[config.mk]
export PLATFORM = sky130hd
export DESIGN_NAME = uart_rx_result_arbiter
export DESIGN_NICKNAME = d
export VERILOG_FILES = /design/src/rtl/uart_rx_result_arbiter.sv
export SDC_FILE = /design/constraint.sdc
export NUM_CORES = 1
export LEC_CHECK = 0
export ABC_AREA = 0
export CORE_MARGIN = 2
export CORE_UTILIZATION = 55
export DETAILED_ROUTE_END_ITERATION = 8
export PLACE_DENSITY = 0.89
export SETUP_SLACK_MARGIN = 0.02
export SLEW_MARGIN = 10
export SYNTH_ARGS = -nofsm -noshare
export SYNTH_HDL_FRONTEND = slang
export SYNTH_SLANG_ARGS = --single-unit
[constraint.sdc]
create_clock -name clk -period 3.8 [get_ports clk]
set_input_delay 0.76 -clock clk [delete_from_list [all_inputs] [get_ports clk]]
set_output_delay 0.76 -clock clk [all_outputs]
set_load 0.05 [all_outputs]
[src/rtl/uart_rx_result_arbiter.sv]
// Round-robin arbiter serializing NUM_REQ UART receiver result lanes onto one registered, ready-handshaked channel.
// Optional overrun flagging/counting is built when UART_ARB_OVERRUN_EN is defined.
module uart_rx_result_arbiter #(
    parameter int NUM_REQ        = 4,
    parameter int WIDTH_DATABITS = 8,
    parameter int WIDTH_ERROR    = 3
) (
    input  logic                              clk,
    input  logic                              rst,
    input  logic [NUM_REQ*WIDTH_DATABITS-1:0] req_out,
    input  logic [NUM_REQ-1:0]                req_valid_out,
    input  logic [NUM_REQ*WIDTH_ERROR-1:0]    req_error,
    input  logic [NUM_REQ-1:0]                req_valid_error,
    input  logic                              ready,
    output logic [WIDTH_DATABITS-1:0]         out,
    output logic                              valid_out,
    output logic [WIDTH_ERROR-1:0]            error,
    output logic                              valid_error,
    output logic [$clog2(NUM_REQ)-1:0]        src_id
`ifdef UART_ARB_OVERRUN_EN
    ,
    output logic [15:0]                       overrun_cnt
`endif
);

    localparam int IDW = $clog2(NUM_REQ);
    localparam logic [IDW:0] NREQ_W = (IDW+1)'(NUM_REQ);

    typedef enum logic {IDLE, PRESENT} state_t;

    state_t                            state_q, state_d;
    logic [NUM_REQ-1:0]                full_q, full_d;
    logic [NUM_REQ-1:0]                svo_q, svo_d;
    logic [NUM_REQ-1:0]                sve_q, sve_d;
    logic [NUM_REQ*WIDTH_DATABITS-1:0] sdata_q, sdata_d;
    logic [NUM_REQ*WIDTH_ERROR-1:0]    serr_q, serr_d;
    logic [IDW-1:0]                    ptr_q, ptr_d;
    logic [WIDTH_DATABITS-1:0]         out_q, out_d;
    logic [WIDTH_ERROR-1:0]            err_q, err_d;
    logic                              vo_q, vo_d;
    logic                              ve_q, ve_d;
    logic [IDW-1:0]                    src_q, src_d;

    logic           gnt_any;
    logic [IDW-1:0] gnt_idx;
    logic           do_grant;

    // Scan offsets from the highest down so the lowest offset from ptr wins.
    always_comb begin
        logic [IDW:0] pos;
        gnt_any = 1'b0;
        gnt_idx = '0;
        pos     = '0;
        for (int k = NUM_REQ - 1; k >= 0; k--) begin
            pos = {1'b0, ptr_q} + (IDW+1)'(k);
            if (pos >= NREQ_W) begin
                pos = pos - NREQ_W;
            end
            if (full_q[pos[IDW-1:0]]) begin
                gnt_any = 1'b1;
                gnt_idx = pos[IDW-1:0];
            end
        end
    end

    always_comb begin
        state_d  = state_q;
        ptr_d    = ptr_q;
        out_d    = out_q;
        err_d    = err_q;
        vo_d     = vo_q;
        ve_d     = ve_q;
        src_d    = src_q;
        do_grant = 1'b0;
        case (state_q)
            IDLE: begin
                do_grant = gnt_any;
            end
            PRESENT: begin
                if (ready) begin
                    if (gnt_any) begin
                        do_grant = 1'b1;
                    end else begin
                        state_d = IDLE;
                        vo_d    = 1'b0;
                        ve_d    = 1'b0;
                    end
                end
            end
            default: state_d = IDLE;
        endcase
        if (do_grant) begin
            state_d = PRESENT;
            src_d   = gnt_idx;
            ptr_d   = (gnt_idx == IDW'(NUM_REQ - 1)) ? '0 : gnt_idx + 1'b1;
            for (int k = 0; k < NUM_REQ; k++) begin
                if (gnt_idx == IDW'(k)) begin
                    out_d = sdata_q[k*WIDTH_DATABITS +: WIDTH_DATABITS];
                    err_d = serr_q[k*WIDTH_ERROR +: WIDTH_ERROR];
                    vo_d  = svo_q[k];
                    ve_d  = sve_q[k];
                end
            end
        end
    end

`ifdef UART_ARB_OVERRUN_EN
    logic [15:0] ovr_cnt_q, ovr_cnt_d;
    logic [4:0]  ovr_num;
    logic [16:0] cnt_sum;
`endif

    // A drained slot may be refilled in the same edge; only a beat on an undrained FULL slot is an overrun.
    always_comb begin
        logic beat;
        logic drained;
        full_d  = full_q;
        svo_d   = svo_q;
        sve_d   = sve_q;
        sdata_d = sdata_q;
        serr_d  = serr_q;
        beat    = 1'b0;
        drained = 1'b0;
`ifdef UART_ARB_OVERRUN_EN
        ovr_num = '0;
`endif
        for (int i = 0; i < NUM_REQ; i++) begin
            beat    = req_valid_out[i] | req_valid_error[i];
            drained = do_grant && (gnt_idx == IDW'(i));
            if (drained) begin
                full_d[i] = 1'b0;
                svo_d[i]  = 1'b0;
                sve_d[i]  = 1'b0;
            end
            if (beat && (!full_q[i] || drained)) begin
                full_d[i] = 1'b1;
                svo_d[i]  = req_valid_out[i];
                sve_d[i]  = req_valid_error[i];
                sdata_d[i*WIDTH_DATABITS +: WIDTH_DATABITS] =
                    req_valid_out[i] ? req_out[i*WIDTH_DATABITS +: WIDTH_DATABITS] : '0;
                serr_d[i*WIDTH_ERROR +: WIDTH_ERROR] =
                    req_valid_error[i] ? req_error[i*WIDTH_ERROR +: WIDTH_ERROR] : '0;
            end
`ifdef UART_ARB_OVERRUN_EN
            else if (beat) begin
                full_d[i] = 1'b1;
                svo_d[i]  = req_valid_out[i];
                sve_d[i]  = 1'b1;
                sdata_d[i*WIDTH_DATABITS +: WIDTH_DATABITS] =
                    req_valid_out[i] ? req_out[i*WIDTH_DATABITS +: WIDTH_DATABITS] : '0;
                serr_d[i*WIDTH_ERROR +: WIDTH_ERROR] =
                    req_valid_error[i] ? req_error[i*WIDTH_ERROR +: WIDTH_ERROR] : '0;
                serr_d[i*WIDTH_ERROR] = 1'b1;
                ovr_num = ovr_num + 5'd1;
            end
`endif
        end
    end

`ifdef UART_ARB_OVERRUN_EN
    always_comb begin
        cnt_sum   = {1'b0, ovr_cnt_q} + 17'(ovr_num);
        ovr_cnt_d = cnt_sum[16] ? 16'hFFFF : cnt_sum[15:0];
    end

    always_ff @(posedge clk or posedge rst) begin
        if (rst) begin
            ovr_cnt_q <= '0;
        end else begin
            ovr_cnt_q <= ovr_cnt_d;
        end
    end

    assign overrun_cnt = ovr_cnt_q;
`endif

    always_ff @(posedge clk or posedge rst) begin
        if (rst) begin
            state_q <= IDLE;
            full_q  <= '0;
            svo_q   <= '0;
            sve_q   <= '0;
            sdata_q <= '0;
            serr_q  <= '0;
            ptr_q   <= '0;
            out_q   <= '0;
            err_q   <= '0;
            vo_q    <= 1'b0;
            ve_q    <= 1'b0;
            src_q   <= '0;
        end else begin
            state_q <= state_d;
            full_q  <= full_d;
            svo_q   <= svo_d;
            sve_q   <= sve_d;
            sdata_q <= sdata_d;
            serr_q  <= serr_d;
            ptr_q   <= ptr_d;
            out_q   <= out_d;
            err_q   <= err_d;
            vo_q    <= vo_d;
            ve_q    <= ve_d;
            src_q   <= src_d;
        end
    end

    assign out         = out_q;
    assign error       = err_q;
    assign valid_out   = vo_q;
    assign valid_error = ve_q;
    assign src_id      = src_q;

endmodule

# == Yosys cells after proc, flatten, opt, wreduce, memory -nomap -nowiden ==
# Cells that the tools add are included.
# totals
register_bits,74
inputBits,55
wordCells,149
# op_classes
add_sub_neg,8
n_lt_le_gt_ge,8
eq_ne,3
muxes,75
bitwise_logic,5
n_reduce_logical,23
# op_table
op,n
$mux 8,8
$mux 1,45
$mux 3,8
$mux 2,9
$lt 2x3->1 const B,4
$ge 3x3->1 const B,3
$bmux 1 s2,4
$logic_and 1x1->1,8
$reduce_bool 2->1,4
$sub 2x1->2 const B,4
$add 2x2->3 const B,2
$eq 2x2->1 const B,2
$logic_not 1->1,4
$logic_or 1x1->1,4
$or 1x1->1,4
$reduce_bool 4->1,1
$add 2x1->3 const B,1
$ge 2x3->1 const B,1
$add 2x1->2 const B,1
$eq 2x1->1 const B,1
$logic_not 2->1,1
$pmux 1 s2,1
$reduce_and 2->1,1
$not 1->1,1

# == Longest topological paths before layout ==
# Gate-level depths: netlist of run 1.
# depth
word_depth,17
mapped_depth,11
depth_no_buf,9

# == Least setup slack after synthesis of run 1 ==
# No wires, ideal clock.
# synth_timing
path_type,flip-flop to flip-flop
start,reg ptr_q[0]
end,"reg err_q[2], in the netlist error[2]"
setup_ps,125
t_arrival_ps,2332
required_time_ps,3675
path_slack_ps,1343
stages_incl_launch_ff,10
path_buffers,1
cell_sequence,dfrtp_1 > nand2b_1 > nor2b_1 > o22ai_1 > inv_1 > ha_1 > inv_2 > buf_1 > mux2_2 > mux2_4
# synth_via
elab_chain_len,13
# synth_lines
item,line,rtl
start: declaration,37,"logic [IDW-1:0] ptr_q, ptr_d;"
start signal: assignment,198,ptr_q <= ptr_d;
$add 2x2->3,55,"pos = {1'b0, ptr_q} + (IDW+1)'(k);"
$ge 3x3->1 or $sub 2x1->2 (tied branches),"56, 57",
$mux 2,56,if (pos >= NREQ_W) begin
$bmux 1 s2,59,if (full_q[pos[IDW-1:0]]) begin
$mux 1 (implied by the code),59,
$mux 2 (3 in series),59,
$mux 2 *,59,
net gnt_idx[1],45,logic [IDW-1:0] gnt_idx;
$eq 2x1->1,97,if (gnt_idx == IDW'(k)) begin
$mux 3 (3 in series),97,
end signal: assignment,200,err_q <= err_d;
end: declaration,39,"logic [WIDTH_ERROR-1:0] err_q, err_d;"
# The timed path passes the listed nets; every way through them passes the cells marked *. The select of a mux whose other input is x is not followed.
# A chain may end at the register's enable or synchronous reset.

# == Worst setup path in the final report of run 1 ==
# layout_timing
start,reg full_q[1]
end,reg sdata_q[25]
# layout_rtl
item,line,rtl
start: declaration,32,"logic [NUM_REQ-1:0] full_q, full_d;"
start signal: assignment,193,full_q <= full_d;
$bmux 1 s2,59,
$mux 1 (implied by the code),59,
$mux 2 (3 in series),59,
$mux 2 *,59,
net gnt_idx[0],45,
$eq 2x2->1 *,129,drained = do_grant && (gnt_idx == IDW'(i));
$logic_and 1x1->1 *,129,
$logic_or 1x1->1 *,135,if (beat && (!full_q[i] || drained)) begin
$logic_and 1x1->1 *,135,
end signal: assignment,196,sdata_q <= sdata_d;
end: declaration,35,"logic [NUM_REQ*WIDTH_DATABITS-1:0] sdata_q, sdata_d;"
# Marked as above.

==> flow_metrics.env, run 1 <==
export IMPL_status="finished clean"
export IMPL_crit_fanout=16
export IMPL_min_from="src_id[0]"
export IMPL_hold_end="src_id[0]"
export IMPL_worstMarginPinSlew_ns=0.882
export IMPL_firstDrtPassIters=6
export IMPL_cts_setup_buffers=0
export IMPL_yosysSeqAreaShare_pct=54.4
export IMPL_synth_cell_types=37
export IMPL_grt_overflow=0
export IMPL_crit_chain="nand2b_1, a21oi_1, a211oi_1, ha_1, inv_2, o21ai_2, o21ai_0, buf_4, a22o_1"
export IMPL_cts_max_level=3
export IMPL_timing_rr_end="sdata_q[25]"
export IMPL_cts_sinks=74
export IMPL_worstSetupEndpointType="register"
export IMPL_synthCells=289
export IMPL_finalCriticalPeriod_ns=2.98
export IMPL_dpl_hpwl_um=5680
export IMPL_layout_drive_gt1_share_pct=15.1
export IMPL_cp_startpoint="full_q[1]"
export IMPL_setup_viol=0
export IMPL_ff_latch_area_um2=1850
export IMPL_antenna_found_initial=0
export IMPL_vias=2616
export IMPL_synth_top_area_share_pct=54.4
export IMPL_drt_wirelength_per_cell_um=18.4
export IMPL_detail_route_iter0_violations=191
export IMPL_worstHoldPathType="register to register"
export IMPL_synth_avg_cell_area_um2=11.8
export IMPL_maxCapViolCount=0
export IMPL_initial_core_util_pct=57.2
export IMPL_cp_arrival_ns=3.23
export IMPL_grtUsageTotal_pct=24.9
export IMPL_syn_num_nets=348
export IMPL_dieArea_um2=6840
export IMPL_start_kind="register"
export IMPL_cp_required_ns=4.04
export IMPL_num_antenna_cells=0
export IMPL_r2r_start="full_q[1]"
export IMPL_synth_ff_type="dfrtp_1"
export IMPL_grt_pass1_vias=2472
export IMPL_multi_input_area_um2=1420
export IMPL_die_x_um=82.7
export IMPL_rrSetupSlack_ns=0.82
export IMPL_synth_edf_count=0
export IMPL_final_nets=419
export IMPL_clockRootBuffer="clkbuf_8"
export IMPL_wirelength_um=8110
export IMPL_cp_slowest_cell="a211oi_1"
export IMPL_finalHoldViolCount=0
export IMPL_cts_tree="built"
export IMPL_hold_buffers=0
export IMPL_fmax_mhz=335
export IMPL_yosys_warnings=0
export IMPL_slowest_delay_ns=0.51
export IMPL_synth_top_area_cell="dfrtp_1"
export IMPL_ir_drop_mv=0.563
export IMPL_async_flop_share_pct=100
export IMPL_p_leak_nw=1.91
export IMPL_synth_seq_cells=74
export IMPL_final_cell_mix="dfrtp_1, clkdlybuf4s50_1, a22o_1"
export IMPL_grt_max_degree=75
export IMPL_grt_first_pass_wirelength_um=12400
export IMPL_cts_resized=0
export IMPL_syn_area_um2=3410
export IMPL_gp_congestion=0.864
export IMPL_pin_count=70
export IMPL_clockBufferDepth=2
export IMPL_whs_path_depth=2
export IMPL_clock_latency_ns=0.35
export IMPL_portBuffers=69
export IMPL_clk_pin_slew_ns=0.09
export IMPL_power_density_nw_per_um2=884
export IMPL_post_route_period_util_pct=78.5
export IMPL_fill_cells=416
export IMPL_postRouteAntennaNets=0
export IMPL_num_rows=28
export IMPL_drc=0
export IMPL_setup_tns_ns=0
export IMPL_final_common_cell="dfrtp_1"
export IMPL_syn_to_final_growth_pct=28.5
export IMPL_cts_buffers=9
export IMPL_reg2reg_depth=9
export IMPL_relSlewSlack_pct=40.8
export IMPL_holdWs_ns=0.487
export IMPL_fin_worst_skew_ns=0.0103
export IMPL_die_h_um=82.7
export IMPL_slew_violations=0
export IMPL_core_um2=5960
export IMPL_worst_setup_path_type="register to register"
export IMPL_rsz0062_at_grt="no"
export IMPL_synth_area_leaders="dfrtp_1, a22o_1, mux2_4"
export IMPL_viasPerCell=5.95
[flip-flops by register name (all words and copies together), names as in the netlist]
signal       count
svo_q            4
sdata_q         32
valid_error      1
error            3
src_id           2
serr_q          12
sve_q            4
ptr_q            2
state_q          1
valid_out        1
out              8
full_q           4
[cell usage after synthesis (6+ instances only)]
library cell	instances
dfrtp_1	74
mux2_4	10
inv_1	12
nor2_1	9
a32o_1	12
buf_2	10
mux2_2	12
nand2_1	26
o21ai_0	25
a22o_1	32
mux2i_1	11
nand2b_1	6
[worst max path at each step]
stage / endpoint / cells past startpoint
finish: sdata_q[25] / 9
global route: sdata_q[31] / 9
CTS: sdata_q[25] / 9
detailed placement: sdata_q[31] / 9
global placement: sdata_q[29] / 9
floorplan: error[0] / 1
[power by group]
part	internal (mW)	switching, mW
logic	0.891	0.994
registers	1.13	0.218
clock network	0.316	0.322
[logic make-up (layout without fill, tap and decap cells)]
group                      Yosys count  in the layout  synth area share [%]
AOI/OAI and AO/OA                   97             97                  21.4
adders and majority gates            4              4                  1.47
buffers and inverters               29            105                  4.00
DFF                                 74             74                  54.4
muxes                               33             33                  11.6
and+or+nand+nor                     52             52                  7.13
[through the flow]
step	setup slack (ns)	power, mW	cells	utilization, %	area [um^2]
6_report	0.816	3.87	440	73.5	4380
5_1_grt	0.590	4.09	440	73.5	4380
4_1_cts	0.871	3.87	440	73.5	4380
3_5_place_dp	0.893	3.21	424	70.0	4170
3_3_place_gp	1.04	3.13	424	70.0	4170
2_1_floorplan	1.16	2.71	289	-	3410
[final cells by class]
cell class | count | area share (%)
clock buffer | 9 | 2.83
inverter | 13 | 1.12
sequential | 74 | 42.3
multi-input combinational | 186 | 32.4
tap | 75 | 2.14
clock inverter | 7 | 1.92
timing repair buffer | 76 | 17.3
[worst max-delay path, delay by kind of cell (launching register included)]
family | cells | cell delay (ns)
AOI/OAI and AO/OA | 5 | 1.33
DFF | 1 | 0.47
adders and majority gates | 1 | 0.46
buffers and inverters | 2 | 0.45
and+or+nand+nor | 1 | 0.15
[metal layers]
metal | share of wire (%) | wire length, um | track usage, % | vias to the layer above
met2 | 46 | 3750 | 37.1 | 104
met3 | 6.2 | 506 | 4.67 | 10
li1 | - | - | - | 1222
met4 | 1.3 | 103 | 8.52 | 0
met1 | 46 | 3760 | 36.7 | 1280
met5 | 0 | 0 | 0 | -
Power figures use the tool's default switching activity.
==> inputs of run 2 (changes only) <==
- CORE_UTILIZATION: 55 -> 46
- PLACE_DENSITY: 0.89 -> 0.8
- clock period: 3.8 -> 2.55 ns (I/O delays scaled with it)
==> run 2 against run 1 <==
Net effect:
- utilization decreased by 10 points
- sequential power is 50% higher
- clock power is 21% higher
- power is 52% higher
- global-route usage fell by 3.6 points
- critical path depth increased by 2
- clock-buffer cell count up 2
- highest routed layer unchanged
==> flow_metrics.env, run 2 (synthesis results as in run 1) <==
export IMPL_use_met3_pct=3.86
export IMPL_syn_to_final_growth_pct=33.4
export IMPL_slowest_delay_ns=0.46
export IMPL_initial_core_util_pct=47.2
export IMPL_grt_pass1_vias=2688
export IMPL_path_buf_inv=5
export IMPL_crit_family="buffers and inverters"
export IMPL_cp_startpoint="full_q[0]"
export IMPL_finalCriticalPeriod_ns=2.42
export IMPL_finalNonFillerCells=478
export IMPL_multi_input_area_um2=1460
export IMPL_drc=0
export IMPL_cpMostUsedCell="buf_4"
export IMPL_num_rows=31
export IMPL_antenna_found_initial=0
export IMPL_grtUsageTotal_pct=21.3
export IMPL_timing_rr_end="error[0]"
export IMPL_grt_first_pass_wirelength_um=13700
export IMPL_crit_fanout=10
export IMPL_pin_count=70
export IMPL_final_cell_mix="dfrtp_1, clkdlybuf4s50_1, a22o_1"
export IMPL_fmax_mhz=412
export IMPL_worstMarginPinSlew_ns=0.728
export IMPL_cp_slowest_cell="dfrtp_2"
export IMPL_worstSetupEndpointType="register"
export IMPL_reg2reg_depth=11
export IMPL_post_route_period_util_pct=95.1
export IMPL_worstHoldPathType="input port to asynchronous set/reset pin"
export IMPL_cts_max_level=3
export IMPL_clock_latency_ns=0.35
export IMPL_clockBufferDepth=2
export IMPL_finalHoldViolCount=0
export IMPL_cp_arrival_ns=2.66
export IMPL_portBuffers=69
export IMPL_p_leak_nw=1.98
export IMPL_dieArea_um2=8110
export IMPL_cts_tree="built"
export IMPL_final_nets=435
export IMPL_maxCapViolCount=0
export IMPL_rsz0062_at_grt="no"
export IMPL_cts_sinks=74
export IMPL_fill_cells=576
export IMPL_vias=2727
export IMPL_clk_pin_slew_ns=0.07
export IMPL_die_h_um=90.0
export IMPL_drt_wirelength_per_cell_um=17.7
export IMPL_cts_buffers=9
export IMPL_largest_reg_flops=32
export IMPL_rrSetupSlack_ns=0.13
export IMPL_utilization_pct=63.0
export IMPL_viasPerCell=5.71
export IMPL_grt_overflow=0
export IMPL_setup_tns_ns=0
export IMPL_grt_busiest_layer="met2"
export IMPL_fin_worst_skew_ns=0.00850
export IMPL_num_antenna_cells=0
export IMPL_core_um2=7210
export IMPL_detail_route_iter0_violations=186
export IMPL_relSlewSlack_pct=51.3
export IMPL_ir_drop_mv=0.501
export IMPL_slew_violations=0
export IMPL_firstDrtPassIters=4
export IMPL_ff_latch_area_um2=1860
export IMPL_grt_max_degree=34
export IMPL_start_kind="register"
export IMPL_die_x_um=90.0
export IMPL_layout_drive_gt1_share_pct=21.6
export IMPL_crit_end="error[0]"
export IMPL_grt_use_met2_pct=32.3
export IMPL_dpl_hpwl_um=6140
export IMPL_crit_chain="inv_1, o22ai_1, a211oi_1, buf_4, ha_2, buf_8, buf_4, buf_4, mux2i_1, a31oi_1, mux2_4"
export IMPL_cp_required_ns=2.78
export IMPL_worst_setup_path_type="register to register"
export IMPL_status="finished clean"
export IMPL_dp_cells=461
export IMPL_wirelength_um=8440
export IMPL_r2r_start="full_q[0]"
export IMPL_gp_congestion=0.879
export IMPL_postRouteAntennaNets=0
export IMPL_hold_buffers=0
export IMPL_final_common_cell="dfrtp_1"
export IMPL_setup_viol=0
export IMPL_crit_cells=11
export IMPL_clockRootBuffer="clkbuf_8"
export IMPL_power_density_nw_per_um2=1300
export IMPL_regMostFlops="sdata_q"
export IMPL_use_met1_pct=30.2
## run 2: area by class of cell
type / count / area share (%)
inverter: 13 / 1.07
tap: 99 / 2.73
clock inverter: 3 / 0.385
multi-input combinational: 186 / 32.2
timing repair buffer: 92 / 19.7
clock buffer: 11 / 3.11
sequential: 74 / 40.8
## run 2: repair_timing
item	4_1_cts	5_1_grt
endpoints found under the setup margin	2	55
setup buffers	0	3
resized for setup	2	17
pin swaps	0	1
## run 2: report_power, final
part / leakage, nW / switching [mW] / internal, mW / total, mW
clock network: 0.0810 / 0.407 / 0.366 / 0.773
logic: 0.978 / 1.55 / 1.55 / 3.10
registers: 0.920 / 0.338 / 1.69 / 2.02
total: 1.98 / 2.29 / 3.60 / 5.89
## run 2: through the flow
stage                     setup WS [ns]  power (mW)  hold WS, ns  cell area [um^2]
final                             0.125        5.89        0.418              4540
after global routing             0.0133        6.23        0.437              4540
after CTS                        0.0356        5.76        0.426              4480
after detailed placement       -0.00535        4.95        0.480              4310
after global placement           0.0699        4.83        0.479              4310
after floorplan                  0.0931        4.04        0.462              3410
## run 2: routing by layer
layer / share of wire, % / vias to the layer above
li1: - / 1243
met1: 46 / 1365
met2: 47 / 104
met3: 5.7 / 15
met4: 2.0 / 0
met5: 0 / -
## run 2: how the worst min path moves through the flow
stage | from | slack, ns | endpoint | cells after the start
6_report | rst | 0.42 | serr_q[11] | 2
4_1_cts | rst | 0.43 | serr_q[11] | 2
2_1_floorplan | serr_q[11] | 0.46 | serr_q[11] | 1
3_5_place_dp | src_id[0] | 0.48 | src_id[0] | 2
3_3_place_gp | serr_q[3] | 0.48 | serr_q[3] | 1
5_1_grt | rst | 0.44 | serr_q[10] | 2
## run 2: worst register-to-register path: cells and delay by family (launching register included)
kind,cells,cell delay [ns]
buf+inv,5,0.65
compound gates,3,0.44
fa+ha+maj,1,0.22
flops,1,0.46
mux,2,0.55
